### src/rtl/uart_mul_engine.sv
`default_nettype none
// ============================================================================
//  Module   : uart_mul_engine
//  Brief    : Receives two operand bytes (A then B) over an AXI-Stream style
//             byte interface, multiplies them with an 8-step shift-add
//             datapath and returns the 16-bit product high byte first.
//  Options  : UART_MUL_TIMEOUT_EN - abandon a lone A byte after
//             TIMEOUT_CYCLES cycles in WAIT_B and pulse timeout_o.
//  Revision : 1.0 - initial release
// ============================================================================
module uart_mul_engine #(
   parameter int TIMEOUT_CYCLES = 120000
) (
   input  logic       clk_i,
   input  logic       rst_ni,
   input  logic [7:0] s_axis_tdata,
   input  logic       s_axis_tvalid,
   output logic       s_axis_tready,
   output logic [7:0] m_axis_tdata,
   output logic       m_axis_tvalid,
   input  logic       m_axis_tready,
   output logic       busy_o,
   output logic       timeout_o
);

   typedef enum logic [2:0] {
      IDLE    = 3'd0,
      WAIT_B  = 3'd1,
      MUL     = 3'd2,
      SEND_HI = 3'd3,
      SEND_LO = 3'd4
   } state_t;

   localparam logic [3:0] c_MUL_STEPS = 4'd8;

   state_t      r_state;
   state_t      w_state_nxt;
   logic        r_ready_en;
   logic [15:0] r_acc;
   logic [15:0] r_mcand;
   logic [7:0]  r_mplier;
   logic [3:0]  r_step;
   logic        w_s_xfer;
   logic        w_m_xfer;
   logic        w_timeout;

   // Reject an out-of-range timeout at elaboration.
   if ((TIMEOUT_CYCLES < 2) || (TIMEOUT_CYCLES > 1048575)) begin : g_bad_timeout_cycles
      $error("uart_mul_engine: TIMEOUT_CYCLES out of range 2..2^20-1");
   end

   // Input side only accepts bytes while collecting operands; r_ready_en keeps
   // tready low during reset and until the first edge after release.
   assign s_axis_tready = r_ready_en && ((r_state == IDLE) || (r_state == WAIT_B));
   assign m_axis_tvalid = (r_state == SEND_HI) || (r_state == SEND_LO);
   assign m_axis_tdata  = (r_state == SEND_HI) ? r_acc[15:8] :
                          (r_state == SEND_LO) ? r_acc[7:0]  : 8'h00;
   assign busy_o        = (r_state != IDLE);
   assign timeout_o     = w_timeout;
   assign w_s_xfer      = s_axis_tvalid && s_axis_tready;
   assign w_m_xfer      = m_axis_tvalid && m_axis_tready;

`ifdef UART_MUL_TIMEOUT_EN
   localparam logic [19:0] c_TIMEOUT_LAST = 20'(TIMEOUT_CYCLES - 1);

   logic [19:0] r_wait_cnt;

   // Cycle counter for WAIT_B, restarted whenever operand A is accepted.
   always_ff @(posedge clk_i or negedge rst_ni) begin
      if (!rst_ni) begin
         r_wait_cnt <= '0;
      end else if ((r_state == IDLE) && w_s_xfer) begin
         r_wait_cnt <= '0;
      end else if (r_state == WAIT_B) begin
         r_wait_cnt <= r_wait_cnt + 20'd1;
      end
   end

   // A B byte arriving on the expiry edge wins, so the timeout is masked by it.
   assign w_timeout = (r_state == WAIT_B) && !w_s_xfer && (r_wait_cnt == c_TIMEOUT_LAST);
`else
   assign w_timeout = 1'b0;
`endif

   // Arm the input handshake one edge after reset release.
   always_ff @(posedge clk_i or negedge rst_ni) begin
      if (!rst_ni) r_ready_en <= 1'b0;
      else         r_ready_en <= 1'b1;
   end

   // State register.
   always_ff @(posedge clk_i or negedge rst_ni) begin
      if (!rst_ni) r_state <= IDLE;
      else         r_state <= w_state_nxt;
   end

   // Next-state decode.
   always_comb begin
      w_state_nxt = r_state;
      case (r_state)
         IDLE:    if (w_s_xfer) w_state_nxt = WAIT_B;
         WAIT_B: begin
            if (w_s_xfer)       w_state_nxt = MUL;
            else if (w_timeout) w_state_nxt = IDLE;
         end
         // Eight add steps, then one cycle with r_step == 8 before presenting.
         MUL:     if (r_step == c_MUL_STEPS) w_state_nxt = SEND_HI;
         SEND_HI: if (w_m_xfer) w_state_nxt = SEND_LO;
         SEND_LO: if (w_m_xfer) w_state_nxt = IDLE;
         default: w_state_nxt = IDLE;
      endcase
   end

   // Operand capture and shift-add multiplier: one multiplier bit per cycle.
   always_ff @(posedge clk_i or negedge rst_ni) begin
      if (!rst_ni) begin
         r_acc    <= '0;
         r_mcand  <= '0;
         r_mplier <= '0;
         r_step   <= '0;
      end else begin
         case (r_state)
            IDLE: begin
               if (w_s_xfer) r_mcand <= {8'h00, s_axis_tdata};
            end
            WAIT_B: begin
               if (w_s_xfer) begin
                  r_mplier <= s_axis_tdata;
                  r_acc    <= '0;
                  r_step   <= '0;
               end
            end
            MUL: begin
               if (r_step != c_MUL_STEPS) begin
                  if (r_mplier[0]) r_acc <= r_acc + r_mcand;
                  r_mcand  <= {r_mcand[14:0], 1'b0};
                  r_mplier <= {1'b0, r_mplier[7:1]};
                  r_step   <= r_step + 4'd1;
               end
            end
            default: ;
         endcase
      end
   end

endmodule
`default_nettype wire

### config.mk
export PLATFORM = sky130hd
export DESIGN_NAME = uart_mul_engine
export DESIGN_NICKNAME = d
export VERILOG_FILES = /design/src/rtl/uart_mul_engine.sv
export SDC_FILE = /design/constraint.sdc
export NUM_CORES = 1
export LEC_CHECK = 0
export CAP_MARGIN = 20
export CORE_ASPECT_RATIO = 1.1
export CORE_UTILIZATION = 40
export CTS_BUF_LIST = sky130_fd_sc_hd__clkbuf_8
export DETAILED_ROUTE_END_ITERATION = 10
export PLACE_DENSITY = 0.64
export SYNTH_ARGS = -nofsm -noshare
export SYNTH_HDL_FRONTEND = slang
export SYNTH_SLANG_ARGS = --single-unit
### constraint.sdc
create_clock -name clk_i -period 2.1 [get_ports clk_i]
set_input_delay 0.315 -clock clk_i [delete_from_list [all_inputs] [get_ports clk_i]]
set_output_delay 0.315 -clock clk_i [all_outputs]
set_load 0.02 [all_outputs]
==> flow_metrics.env <==
export IMPL_syn_inst=303
export IMPL_wire_per_inst_um=15.2
export IMPL_synth_top_area_frac=0.426
export IMPL_hold_viol_final=0
export IMPL_hold_path_class="in2async"
export IMPL_netlist_cell_type_count=52
export IMPL_die_x_um=82.1
export IMPL_total_power_mw=4.98
export IMPL_p_per_area_mw_per_mm2=1350
export IMPL_fin_crit_ps=2130
export IMPL_crit_type="reg2reg"
export IMPL_p_leak_nw=1.80
export IMPL_nets=406
export IMPL_max_stage_delay_ps=400
export IMPL_first_iter_violations=152
export IMPL_syn_num_nets=333
export IMPL_fin_util=0.550
export IMPL_synth_avg_cell_area_um2=9.31
export IMPL_rr_worst_depth=10
export IMPL_clock_sinks=48
export IMPL_clockBufferDepth=2
export IMPL_peakVddDrop_mv=0.599
export IMPL_required_ps=2300
export IMPL_coreArea_mm2=0.00671
export IMPL_synth_area_top_cells="dfrtp_1 43%, ha_1 7.5%, a21oi_1 5.9%"
export IMPL_netlist_area_mm2=0.00282
export IMPL_synth_seq_cells=48
export IMPL_cts_tree="built"
export IMPL_fin_crit_sh=1.02
export IMPL_crit_arrival_ps=2340
export IMPL_postRouteAntennaNets=0
export IMPL_crit_path_max_fanout=3
export IMPL_finClkSkew_ps=3.75
export IMPL_r2r_end="r_acc[6]$_DFFE_PN0P_"
export IMPL_status="finished, violations left"
export IMPL_placement_io_buffers=22
export IMPL_ctsHoldBuffers=0
export IMPL_setup_tns_ps=-37.0
export IMPL_slew_headroom=0.617
export IMPL_viasPerCell=5.39
export IMPL_fillers=623
export IMPL_gr_usage_all_layers=0.205
export IMPL_dpl_hpwl_mm=5.22
export IMPL_async_flop_share=1.00
export IMPL_drive_gt1_frac=0.233
export IMPL_remaining_drc_errors=0
export IMPL_tightest_slew_ps=574
export IMPL_rsz0062_at_grt="true"
export IMPL_cts_reportedPaths_clkPinSlew_ps=90
export IMPL_antenna_found_initial=0
export IMPL_critPathLaunchType="register"
export IMPL_initial_utilization=0.420
export IMPL_cts_buffers=5
export IMPL_dp_cells=442
export IMPL_fin_area_mm2=0.00369
export IMPL_firstDrtPassIters=5
export IMPL_overflow=0
export IMPL_clkLatencyLatePin_ps=300
export IMPL_yosysTopAreaCell="dfrtp_1"
export IMPL_endpoint="r_acc[6]$_DFFE_PN0P_"
export IMPL_cp_depth=10
export IMPL_boundaryPins=24
export IMPL_whs_ps=4.44
export IMPL_drt_wl_total_mm=7.00
export IMPL_crit_chain="buf_6 -> inv_2 -> fa_2 -> and2b_2 -> o21ai_2 -> a21boi_2 -> o21a_1 -> nor2_1 -> xor2_1 -> o31ai_1"
export IMPL_rows=31
export IMPL_rr_startpoint="r_acc[1]$_DFFE_PN0P_"
export IMPL_dpl_cell_area_mm2=0.00349
export IMPL_startpoint="r_acc[1]$_DFFE_PN0P_"
export IMPL_root_buffer="clkbuf_8"
export IMPL_area_delta_synth_final_pct=30.8
export IMPL_drv_slew=0
export IMPL_ys_seq_area_frac=0.426
export IMPL_synth_edf_count=0
export IMPL_stdcell_count=459
export IMPL_htree_levels=2
export IMPL_grt_pass1_wl_mm=11.6
export IMPL_synth_top_flop_cell="dfrtp_1"
export IMPL_crit_buf_inv=2
export IMPL_crit_path_end_kind="register"
export IMPL_r2r_slack_ps=-30
export IMPL_worst_slack_ps=-32.1
export IMPL_violations="setup timing"
export IMPL_max_freq_mhz=469
export IMPL_pre_cts_slack_ps=-210
export IMPL_vias=2474
export IMPL_first_global_vias=2433
export IMPL_grt_max_degree=28
export IMPL_max_cap_viol_count=0
export IMPL_critPathTopFamily="compound AO/OA/AOI/OAI gates"
export IMPL_gp_congestion=0.960
export IMPL_diodes=0
export IMPL_die_area_mm2=0.00739
export IMPL_finalSetupViolations=2
export IMPL_chipHeight_um=90.1
export IMPL_crit_path_top_delay_cell="dfrtp_1"
export IMPL_ys_warn_count=0
[synth_stat cells (2+ instances only)]
master	instances
dfrtp_1	48
and2_1	8
a22o_1	17
ha_1	17
xnor2_1	4
o41ai_1	2
mux2i_1	4
nand3_1	5
nand4_1	2
or3_1	2
o21a_1	2
a21o_1	4
a31oi_1	2
clkbuf_1	9
nand3b_1	2
a21oi_1	33
conb_1	2
nor3_1	5
o31ai_1	4
inv_1	9
buf_2	3
nor3b_2	2
o21ai_1	2
o21ai_0	20
nor2_1	20
xor2_1	10
nand2_1	39
nor3b_1	2
[cells in the final DEF, fill, tap and decap left out, types with 2 or more instances in the layout]
master           count
and2_1               8
inv_2                3
o21a_1               2
o21ai_1              5
or3_1                2
mux2i_1              4
nor2_1              20
dlygate4sd2_1       10
a22o_1              17
o31ai_1              4
clkdlybuf4s50_1     10
nand3_1              5
xnor2_1              4
inv_1                8
nor3b_1              2
o21ai_0             16
ha_4                 3
a21oi_2              2
buf_4               54
a21oi_1             32
ha_1                13
buf_12               3
a21o_1               4
clkbuf_8             6
xor2_1              10
nand3b_1             2
o41ai_1              2
nand2_1             39
nand4_1              2
nor3_1               5
nor3b_2              2
conb_1               2
a31oi_1              2
dfrtp_1             48
[how the worst min path moves through the flow]
stage                                   endpoint  cells after the start  slack [ps]    from
after floorplan             r_acc[0]$_DFFE_PN0P_                      0          20  rst_ni
after global placement      r_acc[1]$_DFFE_PN0P_                      1         340  rst_ni
after detailed placement    r_acc[8]$_DFFE_PN0P_                      1         350  rst_ni
after CTS                 r_state[0]$_DFFE_PN0P_                      1          20  rst_ni
after global routing       r_acc[11]$_DFFE_PN0P_                      1          40  rst_ni
final                       r_acc[8]$_DFFE_PN0P_                      1           4  rst_ni
[cell families (layout without fill, tap and decap cells)]
family                   after synthesis  count (layout)  synth area share
AO/OA/AOI/OAI                         96              96             0.224
XOR/XNOR                              14              14            0.0435
adder cells (fa/ha/maj)               18              18            0.0825
buffers and inverters                 23              97            0.0333
flip-flops                            48              48             0.426
multiplexers                           5               5            0.0182
other                                  2               2           0.00266
AND/OR/NAND/NOR                       97              97             0.170
[per-layer routing]
metal  global-route usage  up-vias  routed length, um
met4               0.0585        0                174
met1                0.285     1179               3230
met3               0.0376       17                253
met5                    0        -                  0
met2                0.322       60               3340
li1                     -     1218                  -
[registers in the layout, indices dropped and copies added (netlist names)]
signal / cells
r_mcand: 16
r_step: 4
r_mplier: 8
r_ready_en: 1
r_acc: 16
r_state: 3
[worst reg2reg max path, stage by stage (launching register included)]
cell and delay [ps]:
dfrtp_1 400, buf_6 120, inv_2 30, fa_2 370, and2b_2 240, o21ai_2 60
a21boi_2 190, o21a_1 180, nor2_1 70, xor2_1 140, o31ai_1 240
[cell type report]
cell class,count,area [um2],share of cell area
multi-input combinational,232,1580,0.428
sequential,48,1200,0.325
timing repair buffer,80,682,0.185
tap,82,103,0.0278
clock buffer,6,82.6,0.0224
inverter,9,33.8,0.00915
clock inverter,2,7.51,0.00203
[report_power, final]
group	switching, mW	internal (mW)	total [mW]
clock	0.307	0.260	0.566
sequential	0.305	1.28	1.59
combinational	1.43	1.40	2.83
total	2.04	2.94	4.98
[repair_timing]
action,in CTS,in global routing
setup endpoints to repair,16,8
setup buffers,6,3
pin swaps,14,14
resized for setup,20,8
hold endpoints to repair,0,0
(Power assumes the default switching activity.)
